==> config.mk <==
export PLATFORM = sky130hd
export DESIGN_NAME = instr_encoder_flat
export DESIGN_NICKNAME = d
export VERILOG_FILES = /design/src/rtl/arki_isa_pkg.sv /design/src/rtl/instr_encoder_if.sv /design/src/rtl/instr_format.sv /design/src/rtl/instr_encoder.sv /design/src/flat_wrapper.sv
export SDC_FILE = /design/constraint.sdc
export NUM_CORES = 1
export LEC_CHECK = 0
export BUFFER_PORTS_ARGS = -buffer_cell sky130_fd_sc_hd__clkbuf_2
export CAP_MARGIN = 20
export CORE_ASPECT_RATIO = 1.4
export CORE_UTILIZATION = 45
export CTS_BUF_LIST = sky130_fd_sc_hd__clkbuf_16
export DETAILED_ROUTE_END_ITERATION = 10
export GPL_TIMING_DRIVEN = 0
export PLACE_DENSITY_LB_ADDON = 0.1
export SYNTH_ARGS = -nofsm -noshare
export SYNTH_HDL_FRONTEND = slang
export SYNTH_HIERARCHICAL = 1
export SYNTH_SLANG_ARGS = --single-unit
==> constraint.sdc <==
create_clock -name clk -period 2.2 [get_ports clk]
set_clock_uncertainty 0.05 [all_clocks]
set_input_delay 0.33 -clock clk [delete_from_list [all_inputs] [get_ports clk]]
set_output_delay 0.33 -clock clk [all_outputs]
set_load 0.005 [all_outputs]
==> src/rtl/arki_isa_pkg.sv <==
// LEGv8 encoding constants shared by the instruction encoder and the main decoder.
// Holds instruction kinds, opcodes, field widths and immediate ranges.
package arki_isa_pkg;

  localparam int KIND_W = 4;
  localparam int REG_W  = 5;

  typedef enum logic [KIND_W-1:0] {
    KIND_ADD  = 4'd0,
    KIND_SUB  = 4'd1,
    KIND_AND  = 4'd2,
    KIND_ORR  = 4'd3,
    KIND_ADDI = 4'd4,
    KIND_LDUR = 4'd5,
    KIND_STUR = 4'd6,
    KIND_CBZ  = 4'd7,
    KIND_CBNZ = 4'd8
  } kind_e;

  typedef enum logic [1:0] {
    ST_IDLE,
    ST_LOAD,
    ST_DONE
  } state_e;

  localparam logic [10:0] OP_ADD  = 11'b10001011000;
  localparam logic [10:0] OP_SUB  = 11'b11001011000;
  localparam logic [10:0] OP_AND  = 11'b10001010000;
  localparam logic [10:0] OP_ORR  = 11'b10101010000;
  localparam logic [10:0] OP_LDUR = 11'b11111000010;
  localparam logic [10:0] OP_STUR = 11'b11111000000;
  localparam logic [9:0]  OP_ADDI = 10'b1001000100;
  localparam logic [7:0]  OP_CBZ  = 8'b10110100;
  localparam logic [7:0]  OP_CBNZ = 8'b10110101;

  localparam int ADDI_IMM_W = 12;
  localparam int D_IMM_W    = 9;
  localparam int CB_IMM_W   = 19;

  localparam int ADDI_IMM_MIN = 0;
  localparam int ADDI_IMM_MAX = 4095;
  localparam int D_IMM_MIN    = -256;
  localparam int D_IMM_MAX    = 255;
  localparam int CB_IMM_MIN   = -(1 << 18);
  localparam int CB_IMM_MAX   = (1 << 18) - 1;

  function automatic logic imm_in_range(input logic signed [31:0] v, input int lo, input int hi);
    return (v >= lo) && (v <= hi);
  endfunction

endpackage

==> src/rtl/instr_encoder_if.sv <==
// Request stream into the encoder plus the instruction-memory write port out of it.
interface instr_encoder_if
  import arki_isa_pkg::*;
#(
  parameter int ADDR_W = 6
);
  logic              in_valid;
  logic              in_ready;
  logic [KIND_W-1:0] in_kind;
  logic [REG_W-1:0]  in_rd;
  logic [REG_W-1:0]  in_rn;
  logic [REG_W-1:0]  in_rm;
  logic [31:0]       in_imm;
  logic              in_last;
  logic              imem_we;
  logic [ADDR_W-1:0] imem_waddr;
  logic [31:0]       imem_wdata;

  modport master (
    output in_valid, in_kind, in_rd, in_rn, in_rm, in_imm, in_last,
    input  in_ready, imem_we, imem_waddr, imem_wdata
  );

  modport slave (
    input  in_valid, in_kind, in_rd, in_rn, in_rm, in_imm, in_last,
    output in_ready, imem_we, imem_waddr, imem_wdata
  );
endinterface

==> src/rtl/instr_format.sv <==
// Combinational packer: symbolic request -> 32-bit LEGv8 word, plus illegal-kind
// and immediate-range flags. Fields are truncated to width after the range test.
module instr_format
  import arki_isa_pkg::*;
(
  input  logic [KIND_W-1:0] kind,
  input  logic [REG_W-1:0]  rd,
  input  logic [REG_W-1:0]  rn,
  input  logic [REG_W-1:0]  rm,
  input  logic [31:0]       imm,
  output logic [31:0]       word,
  output logic              illegal,
  output logic              range_err
);

  always_comb begin
    word      = '0;
    illegal   = 1'b0;
    range_err = 1'b0;
    case (kind)
      KIND_ADD:  word = {OP_ADD, rm, 6'd0, rn, rd};
      KIND_SUB:  word = {OP_SUB, rm, 6'd0, rn, rd};
      KIND_AND:  word = {OP_AND, rm, 6'd0, rn, rd};
      KIND_ORR:  word = {OP_ORR, rm, 6'd0, rn, rd};
      KIND_ADDI: begin
        word      = {OP_ADDI, imm[ADDI_IMM_W-1:0], rn, rd};
        range_err = !imm_in_range(imm, ADDI_IMM_MIN, ADDI_IMM_MAX);
      end
      KIND_LDUR: begin
        word      = {OP_LDUR, imm[D_IMM_W-1:0], 2'b00, rn, rd};
        range_err = !imm_in_range(imm, D_IMM_MIN, D_IMM_MAX);
      end
      KIND_STUR: begin
        word      = {OP_STUR, imm[D_IMM_W-1:0], 2'b00, rn, rd};
        range_err = !imm_in_range(imm, D_IMM_MIN, D_IMM_MAX);
      end
      // Branch forms carry no Rn; Rt sits in the Rd slot.
      KIND_CBZ: begin
        word      = {OP_CBZ, imm[CB_IMM_W-1:0], rd};
        range_err = !imm_in_range(imm, CB_IMM_MIN, CB_IMM_MAX);
      end
      KIND_CBNZ: begin
        word      = {OP_CBNZ, imm[CB_IMM_W-1:0], rd};
        range_err = !imm_in_range(imm, CB_IMM_MIN, CB_IMM_MAX);
      end
      default:   illegal = 1'b1;
    endcase
  end

endmodule

==> src/rtl/instr_encoder.sv <==
// Streaming encoder / instruction-memory loader: IDLE -> LOAD -> DONE session FSM.
// Define ENC_RANGE_CHECK_EN to drop out-of-range immediates and flag them on err.
module instr_encoder
  import arki_isa_pkg::*;
#(
  parameter int ADDR_W    = 6,
  parameter int BASE_ADDR = 0
) (
  input  logic            clk,
  input  logic            reset_n,
  input  logic            start,
  instr_encoder_if.slave  bus,
  output logic [ADDR_W:0] count,
  output logic            done,
  output logic            err,
  output logic            overflow
);

`ifdef ENC_RANGE_CHECK_EN
  localparam bit RANGE_CHECK = 1'b1;
`else
  localparam bit RANGE_CHECK = 1'b0;
`endif

  localparam logic [ADDR_W:0]   CAP  = (ADDR_W+1)'((1 << ADDR_W) - BASE_ADDR);
  localparam logic [ADDR_W-1:0] BASE = ADDR_W'(BASE_ADDR);

  state_e            state_reg, state_next;
  logic [ADDR_W:0]   count_reg, count_next;
  logic              err_reg, err_next;
  logic              ovf_reg, ovf_next;
  logic              fin_reg, fin_next;
  logic              we_reg, we_next;
  logic [ADDR_W-1:0] waddr_reg, waddr_next;
  logic [31:0]       wdata_reg, wdata_next;

  logic [31:0]       word;
  logic              illegal;
  logic              range_err;
  logic              full;
  logic              ready;
  logic              accept;
  logic              drop;
  logic              write;
  logic              fills;
  logic [ADDR_W:0]   count_inc;

  instr_format u_format (
    .kind      (bus.in_kind),
    .rd        (bus.in_rd),
    .rn        (bus.in_rn),
    .rm        (bus.in_rm),
    .imm       (bus.in_imm),
    .word      (word),
    .illegal   (illegal),
    .range_err (range_err)
  );

  // fin_reg holds off further beats for the one cycle the final write is on the bus.
  assign full      = (count_reg == CAP);
  assign ready     = (state_reg == ST_LOAD) && !full && !fin_reg;
  assign accept    = bus.in_valid && ready;
  assign drop      = illegal || (RANGE_CHECK && range_err);
  assign write     = accept && !drop;
  assign count_inc = count_reg + 1'b1;
  assign fills     = write && (count_inc == CAP);

  always_comb begin
    state_next = state_reg;
    count_next = count_reg;
    err_next   = err_reg;
    ovf_next   = ovf_reg;
    fin_next   = fin_reg;
    we_next    = 1'b0;
    waddr_next = waddr_reg;
    wdata_next = wdata_reg;
    case (state_reg)
      ST_IDLE: begin
        if (start) begin
          state_next = ST_LOAD;
          count_next = '0;
          err_next   = 1'b0;
          ovf_next   = 1'b0;
          fin_next   = 1'b0;
        end
      end
      ST_LOAD: begin
        if (fin_reg) begin
          state_next = ST_DONE;
          fin_next   = 1'b0;
        end else if (full) begin
          // Only reachable when BASE_ADDR leaves no room at all.
          state_next = ST_DONE;
          ovf_next   = 1'b1;
        end else if (accept) begin
          if (drop) begin
            err_next = 1'b1;
          end
          if (write) begin
            we_next    = 1'b1;
            waddr_next = BASE + count_reg[ADDR_W-1:0];
            wdata_next = word;
            count_next = count_inc;
          end
          if (bus.in_last || fills) begin
            fin_next = 1'b1;
          end
          if (fills && !bus.in_last) begin
            ovf_next = 1'b1;
          end
        end
      end
      ST_DONE: state_next = ST_IDLE;
      default: state_next = ST_IDLE;
    endcase
  end

  always_ff @(posedge clk or negedge reset_n) begin
    if (!reset_n) begin
      state_reg <= ST_IDLE;
      count_reg <= '0;
      err_reg   <= 1'b0;
      ovf_reg   <= 1'b0;
      fin_reg   <= 1'b0;
      we_reg    <= 1'b0;
      waddr_reg <= '0;
      wdata_reg <= '0;
    end else begin
      state_reg <= state_next;
      count_reg <= count_next;
      err_reg   <= err_next;
      ovf_reg   <= ovf_next;
      fin_reg   <= fin_next;
      we_reg    <= we_next;
      waddr_reg <= waddr_next;
      wdata_reg <= wdata_next;
    end
  end

  assign bus.in_ready   = ready;
  assign bus.imem_we    = we_reg;
  assign bus.imem_waddr = waddr_reg;
  assign bus.imem_wdata = wdata_reg;
  assign count          = count_reg;
  assign done           = (state_reg == ST_DONE);
  assign err            = err_reg;
  assign overflow       = ovf_reg;

endmodule

==> src/flat_wrapper.sv <==
// flat-port wrapper written by rule: the top's interface ports become plain ports
module instr_encoder_flat import arki_isa_pkg::*;
#(
  parameter int ADDR_W    = 6,
  parameter int BASE_ADDR = 0
)
  (clk, reset_n, start, count, done, err, overflow, bus_in_valid, bus_in_kind, bus_in_rd, bus_in_rn, bus_in_rm, bus_in_imm, bus_in_last, bus_in_ready, bus_imem_we, bus_imem_waddr, bus_imem_wdata);
  instr_encoder_if #(.ADDR_W(ADDR_W)) bus_i ();
  input  logic clk;
  input  logic reset_n;
  input  logic start;
  output logic [ADDR_W:0] count;
  output logic done;
  output logic err;
  output logic overflow;
  input wire logic [$bits(bus_i.in_valid)-1:0] bus_in_valid;
  input wire logic [$bits(bus_i.in_kind)-1:0] bus_in_kind;
  input wire logic [$bits(bus_i.in_rd)-1:0] bus_in_rd;
  input wire logic [$bits(bus_i.in_rn)-1:0] bus_in_rn;
  input wire logic [$bits(bus_i.in_rm)-1:0] bus_in_rm;
  input wire logic [$bits(bus_i.in_imm)-1:0] bus_in_imm;
  input wire logic [$bits(bus_i.in_last)-1:0] bus_in_last;
  output wire logic [$bits(bus_i.in_ready)-1:0] bus_in_ready;
  output wire logic [$bits(bus_i.imem_we)-1:0] bus_imem_we;
  output wire logic [$bits(bus_i.imem_waddr)-1:0] bus_imem_waddr;
  output wire logic [$bits(bus_i.imem_wdata)-1:0] bus_imem_wdata;
  assign bus_i.in_valid = bus_in_valid;
  assign bus_i.in_kind = bus_in_kind;
  assign bus_i.in_rd = bus_in_rd;
  assign bus_i.in_rn = bus_in_rn;
  assign bus_i.in_rm = bus_in_rm;
  assign bus_i.in_imm = bus_in_imm;
  assign bus_i.in_last = bus_in_last;
  assign bus_in_ready = bus_i.in_ready;
  assign bus_imem_we = bus_i.imem_we;
  assign bus_imem_waddr = bus_i.imem_waddr;
  assign bus_imem_wdata = bus_i.imem_wdata;
  instr_encoder #(.ADDR_W(ADDR_W), .BASE_ADDR(BASE_ADDR)) u_core (.clk(clk), .reset_n(reset_n), .start(start), .bus(bus_i), .count(count), .done(done), .err(err), .overflow(overflow));
endmodule
==> out/metrics.csv, run 1 <==
metric,value,unit
CTS tree,done,
antenna violations before repair,0,
crit path max fanout,4,
# nets final,503,
Port Buffer Count,92,
CP endpoint,bus_in_ready,
R2R Setup Slk,360,ps
Lkg Pwr,1.96,nW
FP Rows,33,
CTS H-tree lvls,2,
antenna-violating nets left,0,
DR vias,2692,
largest net degree at the start of global routing,31,
FF-to-FF End,u_core/overflow$_DFFE_PN0P_,
CTS max path bufs,2,
gpl congestion,0.891,
CP max-delay cell,dfrtp_2,
switch share,35.0,%
first-pass GRT wire length,11500,µm
"most common cell after layout, fill and taps aside",nand2_1,
Logic pwr share,35.2,%
Clk pwr share,22.3,%
Layout area overhead,27.1,%
outcome,completed,
Post-Syn Nets,400,
vias in the first global route,2549,
Core ar.,5900,µm²
initial DRC count,186,
highest clock rate,0.472,GHz
VDD IR max,0.000420,V
layout cells sized above 1,30.1,%
CP arrival,1740,ps
"Cell Count, Final, Fillers Out",515,
Die X,68.4,µm
Die H,95.0,µm
total negative slack,0,ps
Initial Util,47.1,%
Hold Path Class,in -> reg,
"commonest cells after routing, fill and taps aside","nand2_1 (134), clkbuf_2 (92), dfrtp_1 (49)",
"Worst Path Class, Setup",reg -> out,
max-cap violations,0,
cts bufs inserted,5,
CTS Sinks,51,
Psw,1.18,mW
Worst setup SP type,register,
clock-pin slew on the worst setup and hold paths,70,ps
final hold vios,0,
Setup crit end kind,primary output,
worst-skew pair later-pin latency,280,ps
Syn Inst Count,341,
RSZ-0062 raised after global routing,no,
Root Buffer,clkbuf_16,
Largest register FFs,32,
number of setup violations in the final report,0,
placed insts,504,
Tmin final,2120,ps
Seq pwr share,42.5,%
final total power,3.37,mW
synth warn,6,
internal power,2.19,mW
drt pass-1 iters,5,
GR Util All Layers,23.5,%
hpwl dp,5350,µm
Final Cycle Share,96.3,%
CP Cell Sequence,inv_1 > ha_1 > nor4bb_4 > and2_4 > or2_2 > nor2_1 > clkbuf_2,
Final Instance Area,3530,µm²
worst r2r src,u_core/count[0]$_DFFE_PN0P_,
drt wl/cell,14.0,µm
Setup crit start,u_core/count[0]$_DFFE_PN0P_,
GRT Residual Overflow,0,
Worst EP required,1820,ps
Post-Place Cell Area,3350,µm²
Power Density,955,nW/µm²
crit-path max cell delay,360,ps
worst rel slew slack,61.2,%
synthesized area per cell,8.16,µm²
cell area after synthesis,2780,µm²
Vias/cell,5.23,
diode count,0,
DRC,0,
total die area,6500,µm²
DRT Wirelength,7200,µm
final core area utilization,59.9,%
Worst Reg-to-Reg Cells,7,
IO Count,106,
Pins Over Slew Limit,0,
Slew @ Worst Pin,581,ps
## how the worst min path moves through the flow
stage / endpoint / startpoint / cells after the start
2_1_floorplan: u_core/bus.imem_waddr[0]$_DFFE_PN0P_ / reset_n / 0
3_3_place_gp: u_core/bus.imem_waddr[5]$_DFFE_PN0P_ / u_core/bus.imem_waddr[5]$_DFFE_PN0P_ / 2
3_5_place_dp: u_core/err$_DFFE_PN0P_ / reset_n / 1
4_1_cts: u_core/bus.imem_wdata[19]$_DFFE_PN0P_ / bus_in_imm[14] / 5
5_1_grt: u_core/fin_reg$_DFFE_PN0P_ / bus_in_last / 3
6_report: u_core/bus.imem_wdata[19]$_DFFE_PN0P_ / bus_in_imm[14] / 5
## routing by layer
layer	track usage, %	part of all wire (%)	wire length, µm
met5	0	0	0
met4	6.60	1.4	100
met3	2.87	5.3	379
met2	42.0	51	3680
met1	28.9	42	3040
## power groups by stage
stage / Sequential, mW / Combinational [mW] / Clock, mW
4_1_cts: 1.44 / 1.20 / 0.771
3_3_place_gp: 1.46 / 1.13 / 0
6_report: 1.43 / 1.19 / 0.753
3_5_place_dp: 1.47 / 1.16 / 0
2_1_floorplan: 1.47 / 0.604 / 0
5_1_grt: 1.47 / 1.34 / 0.805
## per-stage QoR
step | setup WS, ps | hold WS, ps
final | 82.3 | 287
after global routing | 3.13 | 301
after CTS | 42.1 | 284
after detailed placement | -658 | 306
after global placement | -605 | 408
after floorplan | 77.1 | -15.6
## timing repair
action	4_1_cts	5_1_grt
setup endpoints to repair	49	1
setup buffers	2	0
hold buffers	1	0
pin swaps	0	0
endpoints found under the hold margin	1	0
gates resized for setup	4	1
## area by class of cell
cell class              instances  area, µm²
clock inverters                 3       16.3
flip-flops and latches         51       1280
well taps                      70       87.6
inverters                      10       37.5
plain buffers                  19        124
repair buffers                 96        505
multi-input cells             261       1360
fillers                       553       2370
clock buffers                   5        125
## critical path, delay by kind of cell, from the launching register on
kind	cells	cell delay, ps
buffers and inverters	2	170
adders and majority gates	1	200
and+or+nand+nor	4	720
DFF	1	360
Power figures use the tool's default switching activity.
==> run 2, diff against run 1 <==
--- a/config.mk
+++ b/config.mk
@@ -12,7 +12,7 @@
 export CTS_BUF_LIST = sky130_fd_sc_hd__clkbuf_16
 export DETAILED_ROUTE_END_ITERATION = 10
 export GPL_TIMING_DRIVEN = 0
-export PLACE_DENSITY_LB_ADDON = 0.1
+export PLACE_DENSITY = 0.74
 export SYNTH_ARGS = -nofsm -noshare
 export SYNTH_HDL_FRONTEND = slang
 export SYNTH_HIERARCHICAL = 1
==> run 2 against run 1 <==
Clock power decreased by 3.9%. Routed wire length grew 0.15%. Via count is 1.9% higher. First-iteration DRC count increased by 23%. Largest cell class unchanged. Sequential share of layout area is the same. Sequential cell count unchanged. Maximum frequency grew 1.4%. Register-to-register slack about the same. Clock-buffer cell count did not move. Sequential power about the same. Hold slack worse by 210 ps.
==> out/metrics.csv, run 2 (synthesis results as in run 1) <==
metric,value,unit
Vias/cell,5.33,
largest net degree at the start of global routing,30,
CTS Sinks,51,
worst-skew pair later-pin latency,280,ps
Hold Path Class,in -> async,
diode count,0,
layout cells sized above 1,30.4,%
Sequential cell area,1280,µm²
cts bufs inserted,5,
Most Crowded Layer GR,met2,
"delay-heaviest family, CP",simple AND/OR/NAND/NOR gates,
"most common cell after layout, fill and taps aside",nand2_1,
vias in the first global route,2501,
Worst setup SP type,register,
# nets final,503,
M3 GR Usage,3.95,%
Final Cycle Share,94.9,%
DRT Wirelength,7210,µm
drt pass-1 iters,5,
first-pass GRT wire length,11700,µm
Slew @ Worst Pin,792,ps
CTS tree,done,
Layout area overhead,27.1,%
area taken by multi-input logic gates,1360,µm²
Setup crit end kind,primary output,
GR Util All Layers,24.1,%
outcome,completed,
CP Cell Sequence,inv_1 > ha_2 > nor4bb_4 > and2_4 > or2_2 > nor2_1 > clkbuf_2,
Die X,68.4,µm
VDD IR max,0.000356,V
antenna-violating nets left,0,
Root Buffer,clkbuf_16,
FP Rows,33,
Pins Over Slew Limit,0,
crit path max fanout,4,
Core ar.,5900,µm²
M1 GR Usage,29.3,%
RSZ-0062 raised after global routing,no,
drt wl/cell,14.0,µm
CP arrival,1710,ps
Largest register FFs,32,
Post-Place Setup Slack,-773,ps
Worst EP required,1820,ps
total die area,6500,µm²
Fin Hold WS,75.0,ps
CTS H-tree lvls,2,
Lkg Pwr,1.96,nW
Tmin final,2090,ps
CP max-delay cell,dfrtp_2,
"commonest cells after routing, fill and taps aside","nand2_1 (134), clkbuf_2 (92), dfrtp_1 (49)",
DRC,0,
number of setup violations in the final report,0,
gpl congestion,0.889,
"Worst Path Class, Setup",reg -> out,
IO Count,106,
max-cap violations,0,
number of fill cells,568,
crit-path max cell delay,360,ps
Power Density,946,nW/µm²
Initial Util,47.1,%
CP Buf/Inv Count,2,
final hold vios,0,
total negative slack,0,ps
final total power,3.34,mW
worst rel slew slack,47.2,%
placed insts,504,
initial DRC count,228,
worst setup margin,112,ps
CTS max path bufs,2,
Die H,95.0,µm
hpwl dp,5290,µm
antenna violations before repair,0,
highest clock rate,0.479,GHz
DR vias,2742,
Port Buffer Count,92,
"Cell Count, Final, Fillers Out",514,
clock-pin slew on the worst setup and hold paths,60,ps
GRT Residual Overflow,0,
grt met2 use,41.6,%
run 2: area by class of cell:
type	instances	area share, %
well taps	70	2.48
inverters	10	1.06
repair buffers	96	14.4
clock buffers	5	3.54
plain buffers	19	3.50
flip-flops and latches	51	36.2
multi-input cells	261	38.5
clock inverters	2	0.248
run 2: what timing repair did:
item,in CTS,in global routing
hold buffers,0,0
setup endpoints to repair,49,2
buffers inserted,2,1
resized for setup,4,2
pin swaps,0,2
run 2: stage by stage:
stage                     instance area, µm²  util (%)
final                                   3530      59.9
after global routing                    3530      59.9
after CTS                               3520      59.7
after detailed placement                3360      56.9
after global placement                  3330      56.4
after floorplan                         2780         -
run 2: worst paths after layout:
kind                                                            from  slack [ps]  cells after the start                                    to
worst max-delay path                     u_core/count[0]$_DFFE_PN0P_         110                      7                          bus_in_ready
worst min-delay path                                         reset_n          80                      1  u_core/bus.imem_wdata[2]$_DFFE_PN0P_
worst max register to register           u_core/count[0]$_DFFE_PN0P_         360                      7           u_core/overflow$_DFFE_PN0P_
worst min register to register  u_core/bus.imem_wdata[1]$_DFFE_PN0P_         420                      2  u_core/bus.imem_wdata[1]$_DFFE_PN0P_
max in group asynchronous                                    reset_n        1440                      2           u_core/count[0]$_DFFE_PN0P_
min in group clk                                        bus_in_rd[1]         290                      4  u_core/bus.imem_wdata[1]$_DFFE_PN0P_
run 2: layer usage:
layer / part of all wire (%) / wire length, µm
met5: 0 / 0
met4: 1.5 / 109
met3: 6.8 / 488
met2: 51 / 3670
met1: 41 / 2940
run 2: power breakdown:
part,internal [mW],leakage (nW),switching (mW)
Clock,0.409,0.0671,0.314
Sequential,1.25,0.676,0.187
Combinational,0.533,1.22,0.649
==> run 3, diff against run 2 <==
--- a/config.mk
+++ b/config.mk
@@ -13,6 +13,7 @@
 export DETAILED_ROUTE_END_ITERATION = 10
 export GPL_TIMING_DRIVEN = 0
 export PLACE_DENSITY = 0.74
+export REMOVE_ABC_BUFFERS = 1
 export SYNTH_ARGS = -nofsm -noshare
 export SYNTH_HDL_FRONTEND = slang
 export SYNTH_HIERARCHICAL = 1
==> run 3 against run 2 <==
Non-clock buffer count down 19. Utilization down 1.9 points. Highest routed layer unchanged. Die area unchanged. Power down 1.2%. Largest power group unchanged.
==> out/metrics.csv, run 3 (synthesis results as in run 1) <==
metric,value,unit
outcome,completed,
Setup crit end kind,primary output,
Root Buffer,clkbuf_16,
hold_buf cts,0,
diode count,0,
Lkg Pwr,1.88,nW
final total power,3.30,mW
total negative slack,0,ps
Core ar.,5900,µm²
Initial Util,47.1,%
worst-skew pair later-pin latency,280,ps
number of fill cells,558,
Hold Path Class,in -> async,
final core area utilization,58.0,%
area taken by multi-input logic gates,1370,µm²
IO Count,106,
final hold vios,0,
CTS tree,done,
Power Density,965,nW/µm²
Worst setup SP type,register,
Largest register FFs,32,
max-cap violations,0,
GR Util All Layers,22.7,%
placed insts,485,
Worst EP required,1820,ps
clock-pin slew on the worst setup and hold paths,70,ps
antenna-violating nets left,0,
Pins Over Slew Limit,0,
layout cells sized above 1,27.9,%
DR vias,2666,
number of setup violations in the final report,0,
CP arrival,1740,ps
Port Buffer Count,92,
antenna violations before repair,0,
Die H,95.0,µm
Vias/cell,5.36,
first-pass GRT wire length,11200,µm
CTS max path bufs,2,
FP Rows,33,
worst r2r src,u_core/count[0]$_DFFE_PN0P_,
R2R Setup Slk,260,ps
"Worst Path Class, Setup",reg -> out,
initial DRC count,246,
Tmin final,2120,ps
drt wl/cell,14.1,µm
highest clock rate,0.472,GHz
DRC,0,
cts bufs inserted,5,
worst rel slew slack,49.2,%
CP endpoint,bus_in_ready,
Worst Reg-to-Reg Cells,7,
Sequential cell area,1280,µm²
drt pass-1 iters,6,
RSZ-0062 raised after global routing,no,
Setup crit start,u_core/count[0]$_DFFE_PN0P_,
Die X,68.4,µm
"Cell Count, Final, Fillers Out",497,
DRT Wirelength,7010,µm
GRT Residual Overflow,0,
vias in the first global route,2374,
Slew @ Worst Pin,758,ps
Final Cycle Share,96.4,%
"commonest cells after routing, fill and taps aside","nand2_1 (134), clkbuf_2 (91), dfrtp_1 (49)",
hpwl dp,4590,µm
CTS Sinks,51,
crit path max fanout,4,
Layout area overhead,23.1,%
VDD IR max,0.000509,V
gpl congestion,0.831,
FF-to-FF End,u_core/overflow$_DFFE_PN0P_,
"most common cell after layout, fill and taps aside",nand2_1,
largest net degree at the start of global routing,41,
# nets final,485,
CTS H-tree lvls,2,
total die area,6500,µm²
Fin Hold WS,23.8,ps
-- run 3: cell count changes in the layout (fill, tap and decap cells not counted), sizes merged --
cell	delta
clkbuf	-3
buf	-16
inv	+1
a211o	+1
-- run 3: worst min path at each step --
stage | start | end | slack [ps] | cells past startpoint
global placement | u_core/bus.imem_wdata[10]$_DFFE_PN0P_ | u_core/bus.imem_wdata[10]$_DFFE_PN0P_ | 410 | 2
global route | reset_n | u_core/bus.imem_wdata[1]$_DFFE_PN0P_ | 70 | 1
detailed placement | reset_n | u_core/bus.imem_wdata[3]$_DFFE_PN0P_ | 340 | 1
finish | reset_n | u_core/bus.imem_wdata[3]$_DFFE_PN0P_ | 20 | 1
CTS | reset_n | u_core/bus.imem_wdata[1]$_DFFE_PN0P_ | 40 | 1
floorplan | reset_n | u_core/bus.imem_waddr[0]$_DFFE_PN0P_ | -20 | 0
-- run 3: power by group --
group          switching (mW)  internal, mW
Clock                   0.313         0.410
Sequential              0.182          1.25
Combinational           0.663         0.485
Total                    1.16          2.14
-- run 3: final cells by class --
type	instances	share of cell area, %
Tap cell	70	2.56
Sequential cell	51	37.4
Clock inverter	3	0.329
Multi-Input combinational cell	262	40.1
Clock buffer	5	3.65
Timing Repair Buffer	96	14.7
Inverter	10	1.32
-- run 3: what timing repair did --
action,in CTS,in global routing
cloned,1,0
buffers inserted,3,0
pin swaps,3,0
resized for setup,7,3
endpoints found under the setup margin,49,5
-- run 3: routing by layer --
layer  track usage (%)  wire, µm  vias up
met5                 0         0        -
met4              5.90        88        0
met3              3.23       438        7
met2              38.0      3380      115
met1              30.3      3110     1244
li1                  -         -     1300
-- run 3: critical path, stage by stage (launching register included) --
cell      delay (ps)
dfrtp_2          360
inv_1             50
ha_1             200
nor4bb_4         170
and2_4           190
or2_2            280
nor2_2            90
clkbuf_2         120
-- run 3: through the flow --
stage          instance area, µm²  setup slack [ps]
4_1_cts                      3420              28.1
3_5_place_dp                 3230             -1100
2_1_floorplan                2660             -82.1
6_report                     3420              79.7
3_3_place_gp                 3210             -1080
5_1_grt                      3420              16.3
